File: src/rtl/fetch_unit.sv
// Instruction fetch stage: drives the instruction-memory request, tracks the PC and
// feeds the IF/ID register, with a one-entry skid buffer for words returned during a stall.
module fetch_unit #(
  parameter logic [31:0] RESET_PC = 32'h0040_0000
) (
  input  logic        clk,
  input  logic        reset,
  input  logic        stall_i,
  input  logic        flush_i,
  input  logic        redirect_i,
  input  logic [31:0] redirect_pc_i,
  output logic        imem_req_o,
  output logic [31:0] imem_addr_o,
  input  logic        imem_ready_i,
  input  logic [31:0] imem_data_i,
  output logic [31:0] pc_o,
  output logic        id_valid_o,
  output logic [31:0] id_instruction_o,
  output logic [31:0] id_pc_plus_4_o
);

  typedef enum logic [1:0] {IDLE, FETCH, HOLD, DISCARD} state_t;

  state_t      state_q;
  logic        req_q;
  logic [31:0] pc_q;
  logic [31:0] req_addr_q;
  logic [31:0] skid_q;
  logic        skid_valid_q;
  logic        id_valid_q;
  logic [31:0] id_instr_q;
  logic [31:0] id_pc4_q;

  logic [31:0] target_pc;
  logic [31:0] seq_pc;
  logic        advance;

  assign target_pc = redirect_pc_i & ~32'h0000_0003;
  assign seq_pc    = req_addr_q + 32'd4;
  // A flush lets the pipeline move as if unstalled; only the IF/ID valid bit is squashed.
  assign advance   = flush_i || !stall_i;

  always_ff @(posedge clk or negedge reset) begin
    if (!reset) begin
      state_q      <= IDLE;
      req_q        <= 1'b0;
      pc_q         <= RESET_PC;
      req_addr_q   <= RESET_PC;
      skid_q       <= 32'h0;
      skid_valid_q <= 1'b0;
      id_valid_q   <= 1'b0;
      id_instr_q   <= 32'h0;
      id_pc4_q     <= 32'h0;
    end else if (redirect_i) begin
      pc_q         <= target_pc;
      id_valid_q   <= 1'b0;
      skid_valid_q <= 1'b0;
      req_q        <= 1'b1;
      // An outstanding request must still complete before the target can be fetched.
      if ((state_q == FETCH || state_q == DISCARD) && !imem_ready_i) begin
        state_q <= DISCARD;
      end else begin
        state_q    <= FETCH;
        req_addr_q <= target_pc;
      end
    end else begin
      if (flush_i) id_valid_q <= 1'b0;
      case (state_q)
        IDLE: begin
          state_q    <= FETCH;
          req_q      <= 1'b1;
          req_addr_q <= pc_q;
        end
        FETCH: begin
          if (imem_ready_i) begin
            if (advance) begin
              pc_q       <= seq_pc;
              req_addr_q <= seq_pc;
              if (!flush_i) begin
                id_valid_q <= 1'b1;
                id_instr_q <= imem_data_i;
                id_pc4_q   <= seq_pc;
              end
            end else begin
              skid_q       <= imem_data_i;
              skid_valid_q <= 1'b1;
              state_q      <= HOLD;
              req_q        <= 1'b0;
            end
          end else if (!stall_i) begin
            id_valid_q <= 1'b0;
          end
        end
        HOLD: begin
          if (advance) begin
            pc_q         <= seq_pc;
            req_addr_q   <= seq_pc;
            state_q      <= FETCH;
            req_q        <= 1'b1;
            skid_valid_q <= 1'b0;
            if (!flush_i) begin
              id_valid_q <= skid_valid_q;
              id_instr_q <= skid_q;
              id_pc4_q   <= seq_pc;
            end
          end
        end
        DISCARD: begin
          if (imem_ready_i) begin
            state_q    <= FETCH;
            req_addr_q <= pc_q;
          end
        end
        default: begin
          state_q <= IDLE;
          req_q   <= 1'b0;
        end
      endcase
    end
  end

  assign imem_req_o       = req_q;
  assign imem_addr_o      = req_addr_q;
  assign pc_o             = pc_q;
  assign id_valid_o       = id_valid_q;
  assign id_instruction_o = id_instr_q;
  assign id_pc_plus_4_o   = id_pc4_q;

endmodule

File: config.mk
export PLATFORM = sky130hd
export DESIGN_NAME = fetch_unit
export DESIGN_NICKNAME = d
export VERILOG_FILES = /design/src/rtl/fetch_unit.sv
export SDC_FILE = /design/constraint.sdc
export NUM_CORES = 1
export LEC_CHECK = 0
export ABC_CLOCK_PERIOD_IN_PS = 4200
export BUFFER_PORTS_ARGS = -buffer_cell sky130_fd_sc_hd__clkbuf_2
export CORE_MARGIN = 2
export CORE_UTILIZATION = 37
export CTS_BUF_LIST = sky130_fd_sc_hd__clkbuf_8 sky130_fd_sc_hd__clkbuf_16
export CTS_CLUSTER_SIZE = 8
export DETAILED_ROUTE_END_ITERATION = 10
export GPL_TIMING_DRIVEN = 0
export RECOVER_POWER = 100
export SLEW_MARGIN = 20
export SYNTH_ARGS = -nofsm -noshare
export SYNTH_HDL_FRONTEND = slang
export SYNTH_SLANG_ARGS = --single-unit
File: constraint.sdc
create_clock -name clk -period 4.2 [get_ports clk]
set_input_delay 0.21 -clock clk [delete_from_list [all_inputs] [get_ports clk]]
set_output_delay 0.21 -clock clk [all_outputs]
set_load 0.02 [all_outputs]
# == Yosys cells after proc, flatten, opt, wreduce, memory -nomap -nowiden ==
# Cells that the tools add are included.
# totals
register_bits,165
input_bits,70
output_inout_bits,130
elab_cells,88
# op_classes
addsub,1
eq_ne,13
muxes,46
n_bitwise,2
n_reduce_logical,17
# ops
operator,n
2-to-1 mux 32 bit,16
case mux 32 bit (2 select lines),3
case mux 32 bit (4 select lines),1
"adder 32 x 3 -> 32 bit, second input constant",1
2-to-1 mux 1 bit,16
AND reduction 4 bit,4
2-to-1 mux 2 bit,6
"!= test 2 bit, second input constant",6
"!= test 3 bit, second input constant",4
case mux 2 bit (4 select lines),1
AND reduction 7 bit,1
AND reduction 3 bit,2
"equality test 2 bit, second input constant",2
case mux 1 bit (2 select lines),2
nonzero test 4 bit,1
case mux 1 bit (3 select lines),1
nonzero test 3 bit,1
"equality test 2 x 1 -> 1 bit, second input constant",1
zero test 1 bit,2
zero test 2 bit,1
logical OR 1 bit,2
NOT 1 bit,2
AND reduction 2 bit,1
nonzero test 2 bit,1
logical AND 1 bit,1

# == Longest topological paths before layout ==
# Gate-level depths: netlist (run 1).
# logic_depth
depth_word,6
ltp_mapped,9
mapped_depth_nobuf,7

# == Worst setup path before layout (run 1) ==
# Ideal clock, no wire load.
# synth_path
kind,reg-to-reg
startpoint,register state_q[0]
endpoint,"register id_pc4_q[10], in the netlist id_pc_plus_4_o[10]"
setup_time_ps,125
arrival_time_ps,2178
required_time_ps,4075
path_slack_ps,1897
stages_incl_launch_ff,9
path_buffers,3
synth_period_minus_slack_ps,2303
cell_sequence,dfrtp_1 -> inv_1 -> ha_1 -> clkbuf_1 -> nand2b_1 -> or4_1 -> clkbuf_1 -> clkbuf_1 -> mux2_2
# synth_via
elab_chain_len,3
word_cells_on_any_way,6
cone_classes,eq/ne: 3; mux: 1; reduce/logical: 2
# synth_rtl
element,line_no,rtl
"start, declared",24,state_t state_q;
"start signal, assigned",45,state_q <= IDLE;
"start signal, assigned",61,state_q <= DISCARD;
"start signal, assigned",63,state_q <= FETCH;
equality test 2 x 1 -> 1 bit or equality test 2 bit (tied branches),68,case (state_q)
!= test 2 bit (no source line) or nonzero test 2 bit (tied branches),n/a,
AND reduction 3 bit (no source line),n/a,
"end signal, assigned",82,id_pc4_q <= seq_pc;
"end signal, assigned",104,id_pc4_q <= seq_pc;
"end, declared",32,logic [31:0] id_pc4_q;
# Several ways; a longest one is shown, not always the timed one.
# A chain may end at the register's enable or synchronous reset.

# == Final worst setup path (run 1) ==
# layout_path
startpoint,register state_q[1]
endpoint,"register id_pc4_q[23], in the netlist id_pc_plus_4_o[23]"
# The elaborated chain is that of the path after synthesis.

==> key figures, run 1 <==
Setup path
  • Worst endpoint required time: 4.52 ns
  • Setup crit start: state_q[1]
  • Startpoint Class: register
  • Dominant cell type by count on the critical path: clkbuf_1
  • Reg2Reg Capture Point: id_pc_plus_4_o[23]
  • Worst path depth: 9
  • Crit path arrival time: 3.51 ns
  • Worst r2r src: state_q[1]
  • R2R cell count: 9
  • Buf+Inv Stages, Crit Path: 4
  • CP Max Fanout: 10
  • Critical path class: register to register
  • Reg2reg setup slack: 1.01 ns
  • CP cell instances: inv_1 > ha_1 > clkbuf_1 > nand2b_1 > or4_1 > clkbuf_1 > clkbuf_1 > nor3_1 > a21oi_1
  • CP Capture Type: register
  • Slowest-stage cell, CP: or4_1
  • Cell family with most CP delay: buffers and inverters
  • CP endpoint: id_pc_plus_4_o[23]
  • Crit-path max cell delay: 0.45 ns

Synthesis
  • Flops & latches, synth: 165
  • Post-Syn Instances: 850
  • Post-synth cell types: 59
  • Synth Cell Area: 8274 µm²
  • Avg Cell Area, Syn: 9.734 µm²
  • Area share of the leading cell type in the synthesized netlist: 49.30%
  • Post-synthesis sequential area ratio: 49.93%
  • Post-synth EDFFs: 0
  • Top cell type by total area after synthesis: dfrtp_1
  • Synth Net Count: 925
  • Top FF cell, synth: dfrtp_1
  • Fraction of registers with async set/reset: 100.0%
  • Yosys warnings: 0
  • Top cells by area, synth: dfrtp_1 (49%), mux2_2 (5.9%), mux2i_1 (5.2%)

STA
  • Final Max Slew Viols: 62
  • Fin Clk Skew: 0.01527 ns
  • Fin crit period: 3.192 ns
  • Achievable Freq: 0.3133 GHz
  • Relative slew slack: -3.969%
  • Setup Viol. Count Final: 0
  • Worst-margin pin slew: 1.560 ns
  • Crit share post-route: 76.00%
  • Hold Fails Final Rpt: 0
  • RSZ-0062 raised after global routing: false

Global routing
  • Vias in the first global route: 7392
  • Largest net degree at the start of global routing: 62
  • Global-route wire length before repair: 43040 µm
  • Initial antenna violation count: 1
  • All-Layer GR Usage: 23.58%
  • GRT overflow: 0

Power and ir drop
  • Peak supply drop: 0.0003479 V
  • Internal: 4.105 mW
  • Power Dens Cells: 738.4 nW/µm²
  • Switch Pwr: 3.421 mW
  • Leak: 4.301 nW
  • Clock network fraction of design power: 22.6%
  • Sw frac: 45.46%
  • Sequential group share of total power: 37.1%
  • Pwr Total: 7.527 mW
  • Share of power burned in combinational logic: 40.4%

Die
  • Core Region: 21890 µm²
  • I/O pins: 200
  • Die Y: 153.5 µm
  • Starting Density: 37.80%
  • Cell Rows: 54
  • Die Outline Area: 23570 µm²
  • Chip Width: 153.5 µm

Route
  • Met3 WL: 2675 µm
  • WL met2: 12410 µm
  • Highest routed layer: met4
  • Initial DRC count: 629
  • DRC: 0
  • Routed WL per cell: 20.23 µm
  • Antenna viol nets, final: 0
  • Routed WL: 27680 µm
  • Vias/cell: 5.520
  • Drt first pass iters: 7
  • M1 wire length: 11840 µm
  • DR vias: 7551

Finish
  • Most frequent cells in the layout: clkbuf_1 (186), dfrtp_1 (163), nand2_1 (105), o21ai_0 (83), clkbuf_2 (68)
  • Commonest non-fill, non-tap cell in the layout: clkbuf_1
  • Final nets: 1149
  • Area growth from synthesis to layout: 23.20%
  • Layout cells sized above 1: 14.90%
  • Final instance area: 10190 µm²
  • Fillers: 2189

CTS
  • Root buffer cell: clkbuf_16
  • H-Tree Depth: 4
  • Setup Fix Bufs, Post-CTS: 0
  • CTS resizes: 0
  • Hold buffer count at cts: 6
  • CTS tree: built
  • Clk buf depth: 2
  • Worst-path clk slew: 0.08 ns
  • Clock latency on the worst-skew pair: 0.44 ns
  • CTS sink cnt: 165
  • TritonCTS buffer count: 17

Placement
  • Placed wire-length estimate: 19830 µm
  • Placed instance area: 9674 µm²
  • Port bufs: 197
  • Final Wtd Congestion: 0.9113

Status
  • Failing checks: max-capacitance violations, max-slew violations
  • Status: complete, but fails checks

Min path
  • Tightest Hold Check Type: primary input to register

Flow run
  • Maxcap violations: 1
==> flip-flops by register name (all words and copies together) (netlist names) <==
signal / count
id_instruction_o: 32
id_pc_plus_4_o: 32
imem_addr_o: 32
pc_o: 32
skid_q: 32
state_q: 2
id_valid_o: 1
imem_req_o: 1
skid_valid_q: 1
==> power groups by stage <==
stage | Clock [mW] | Combinational, mW | Sequential [mW]
after floorplan | 0 | 1.41 | 3.31
after global placement | 0 | 3.09 | 2.79
after detailed placement | 0 | 3.15 | 2.80
after CTS | 1.72 | 3.16 | 2.78
after global routing | 1.79 | 3.31 | 2.88
final | 1.70 | 3.04 | 2.79
==> routing by layer <==
metal	vias up	global-route usage, %
met3	53	8.343
met2	333	36.72
met1	3658	30.50
li1	3507	-
met4	0	8.388
met5	-	0
==> through the flow <==
step / TNS, ns / worst slack, ns / hold WS [ns] / cells / util [%]
3_5_place_dp: 0 / 1.071 / 0.2231 / 1329 / 44.19
5_1_grt: 0 / 0.8185 / 0.009086 / 1367 / 46.55
6_report: 0 / 1.008 / 0.006575 / 1368 / 46.56
3_3_place_gp: -39.07 / -0.2572 / 0.4387 / 1327 / 43.90
2_1_floorplan: 0 / 1.897 / -0.08559 / 850 / -
4_1_cts: 0 / 1.020 / 0.00002473 / 1367 / 47.42
==> kinds of logic (layout without fill, tap and decap cells) <==
group,after synthesis,count (layout),synth area share (%)
simple gates,272,272,15.82
other cells,0,1,0
xor+xnor,20,20,2.117
mux,86,86,11.05
buf+inv,89,326,4.204
compound gates,213,213,16.12
flops,165,165,49.93
fa+ha+maj,5,5,0.7561
==> worst min path at each step <==
stage	start	endpoint	slack, ns	cells after the start
2_1_floorplan	reset	id_instruction_o[0]	-0.09	0
6_report	redirect_pc_i[21]	pc_o[21]	0.007	3
3_5_place_dp	reset	id_instruction_o[16]	0.22	1
4_1_cts	imem_data_i[20]	skid_q[20]	0.00002	2
5_1_grt	imem_data_i[12]	skid_q[12]	0.009	2
3_3_place_gp	redirect_pc_i[8]	pc_o[8]	0.44	3
==> final cells by class <==
class	count	area (µm²)	area share, %
clock buffer	17	425.4	4.173
clock inverter	15	220.2	2.160
sequential	165	4131	40.53
inverter	24	90.09	0.8838
antenna	1	2.502	0.02455
multi-input combinational	596	3791	37.19
tap	280	350.3	3.437
buffer	65	257.7	2.529
timing repair buffer	205	924.6	9.071
==> synth_stat cells, drive strengths merged, types with 5 or more instances <==
cell	instances
dfrtp	163
mux2	43
nor4	13
a21boi	7
o21ai	83
xor2	6
xnor2	14
o22ai	7
o31ai	13
nand4	15
or4	6
a211o	5
inv	24
clkbuf	54
nor2	51
nor3	25
and3	13
a21oi	38
o31a	7
mux2i	43
nand2	105
a221oi	6
o2bb2ai	11
a31oi	10
buf	11
nand3	17
ha	5
==> worst register-to-register path, cell delays in order (launching register included) <==
cell	delay (ns)
dfrtp_1	0.43
inv_1	0.10
ha_1	0.30
clkbuf_1	0.36
nand2b_1	0.27
or4_1	0.46
clkbuf_1	0.28
clkbuf_1	0.41
nor3_1	0.40
a21oi_1	0.07
Note: power is estimated with default switching activity, not from simulation.
==> inputs of run 2 (changes only) <==
--- a/config.mk
+++ b/config.mk
@@ -5,7 +5,7 @@
 export SDC_FILE = /design/constraint.sdc
 export NUM_CORES = 1
 export LEC_CHECK = 0
-export ABC_CLOCK_PERIOD_IN_PS = 4200
+export ABC_CLOCK_PERIOD_IN_PS = 3200
 export BUFFER_PORTS_ARGS = -buffer_cell sky130_fd_sc_hd__clkbuf_2
 export CORE_MARGIN = 2
 export CORE_UTILIZATION = 37
==> constraint.sdc (replaced) <==
create_clock -name clk -period 3.2 [get_ports clk]
set_input_delay 0.16 -clock clk [delete_from_list [all_inputs] [get_ports clk]]
set_output_delay 0.16 -clock clk [all_outputs]
set_load 0.02 [all_outputs]
==> run 2 against run 1 <==
Net effect: largest power group unchanged; sequential power grew 31%; die area did not move; final area rose by 5.0%; combinational power grew 33%; the flow still finishes with violations (max-capacitance violations, max-slew violations); critical endpoint is now pc_o[10]; critical path type unchanged; clock skew barely moved.
==> key figures, run 2 (synthesized netlist as in run 1, its figures left out) <==
Setup path
  • CP Max Fanout: 10
  • Reg2Reg Capture Point: pc_o[10]
  • R2R cell count: 7
  • Critical path class: register to register
  • Worst endpoint required time: 3.48 ns
  • Worst r2r src: state_q[1]
  • Reg2reg setup slack: 0.28 ns
  • CP Capture Type: register
  • Crit path arrival time: 3.20 ns
  • Startpoint Class: register

Die
  • Starting Density: 37.80%
  • Die Y: 153.5 µm
  • Die Outline Area: 23570 µm²
  • I/O pins: 200
  • Cell Rows: 54
  • Core Region: 21890 µm²
  • Chip Width: 153.5 µm

Power and ir drop
  • Pwr Total: 9.923 mW
  • Peak supply drop: 0.0004606 V
  • Leak: 4.522 nW
  • Power Dens Cells: 927.2 nW/µm²

Route
  • Routed WL per cell: 19.68 µm
  • Antenna viol nets, final: 0
  • Initial DRC count: 639
  • Drt first pass iters: 5
  • DRC: 0
  • Routed WL: 27910 µm
  • DR vias: 7783
  • Vias/cell: 5.489

STA
  • Setup Viol. Count Final: 0
  • Hold WS: 0.01298 ns
  • Achievable Freq: 0.3423 GHz
  • Hold Fails Final Rpt: 0
  • Worst-margin pin slew: 1.505 ns
  • Final Max Slew Viols: 52
  • Fin crit period: 2.921 ns
  • Crit share post-route: 91.29%
  • RSZ-0062 raised after global routing: false
  • Fin Clk Skew: 0.01498 ns
  • Relative slew slack: -0.3137%

Status
  • Status: complete, but fails checks
  • Failing checks: max-capacitance violations, max-slew violations

Min path
  • Tightest Hold Check Type: primary input to register
  • Hold Path Stages: 3
  • Hold EP: pc_o[9]
  • Hold path start: redirect_pc_i[9]

Finish
  • ANT cells: 0
  • Area of the multi-input gates: 3791 µm²
  • Final nets: 1200
  • Fillers: 2147
  • Commonest non-fill, non-tap cell in the layout: clkbuf_1
  • Final core occ: 48.89%
  • Post-Layout Cell Count: 1418
  • Area growth from synthesis to layout: 29.35%
  • Register area: 4131 µm²
  • Most frequent cells in the layout: clkbuf_1 (182), dfrtp_1 (163), nand2_1 (105), o21ai_0 (83), clkbuf_2 (72)
  • Layout cells sized above 1: 14.50%

Global routing
  • GRT met1 Usage: 31.21%
  • Global-route wire length before repair: 43940 µm
  • Initial antenna violation count: 0
  • GRT overflow: 0
  • GR Util met2: 37.59%
  • Vias in the first global route: 7663
  • Most Crowded Layer GR: met2
  • Largest net degree at the start of global routing: 62
  • Met3 usage: 7.272%
  • All-Layer GR Usage: 23.90%

CTS
  • Clk buf depth: 2
  • Root buffer cell: clkbuf_16
  • Clock latency on the worst-skew pair: 0.44 ns
  • TritonCTS buffer count: 17
  • CTS tree: built
  • CTS sink cnt: 165
  • Worst-path clk slew: 0.08 ns
  • H-Tree Depth: 4

Placement
  • Placed wire-length estimate: 19830 µm
  • Port bufs: 197
  • Placed Cells incl. Taps: 1329
  • Final Wtd Congestion: 0.9113

Flow run
  • Maxcap violations: 1
-- run 2: layer usage --
layer,routed length [µm],vias to the layer above
met5,0,-
met2,12500,349
met3,2653,55
li1,-,3605
met4,816,0
met1,11940,3774
-- run 2: critical path, stage by stage (launching register included) --
cell      delay (ns)
dfrtp_1         0.43
inv_1           0.10
ha_1            0.21
mux2i_1         0.17
nor2_1          0.76
clkbuf_1        0.72
mux2i_1         0.27
o21ai_0         0.11
-- run 2: worst max path at each step --
stage	endpoint	cells past startpoint	slack (ns)	start
2_1_floorplan	id_pc_plus_4_o[10]	8	0.90	state_q[0]
3_3_place_gp	id_pc_plus_4_o[24]	1	-1.21	reset
3_5_place_dp	id_pc_plus_4_o[23]	9	0.07	state_q[0]
4_1_cts	id_pc_plus_4_o[23]	9	0.02	state_q[0]
5_1_grt	imem_addr_o[20]	3	0.08	reset
6_report	pc_o[10]	7	0.28	state_q[1]
-- run 2: per-stage QoR --
step                cell area (µm²)  setup WS (ns)  TNS (ns)
floorplan                      8274         0.8974         0
global placement               9610         -1.207   -193.97
detailed placement             9674        0.07078         0
CTS                           10900        0.02037         0
global route                  10700        0.08020         0
finish                        10700         0.2787         0
-- run 2: final cells by class --
cell class                 instances  area share (%)
sequential                       165           38.60
multi-input combinational        596           35.42
timing repair buffer             257           13.42
clock buffer                      17           3.975
tap                              280           3.273
buffer                            64           2.408
clock inverter                    15           2.058
inverter                          24          0.8417
-- run 2: what timing repair did --
item | in CTS | in global routing
buffers inserted | 0 | 0
hold endpoints to repair | 110 | 0
resized for setup | 0 | 6
setup endpoints to repair | 0 | 31
hold buffers | 58 | 0
-- run 2: where the power goes --
| part | switching (mW) | internal, mW |
|---|---|---|
| clock network | 1.07 | 1.16 |
| logic | 2.71 | 1.32 |
| registers | 0.710 | 2.95 |
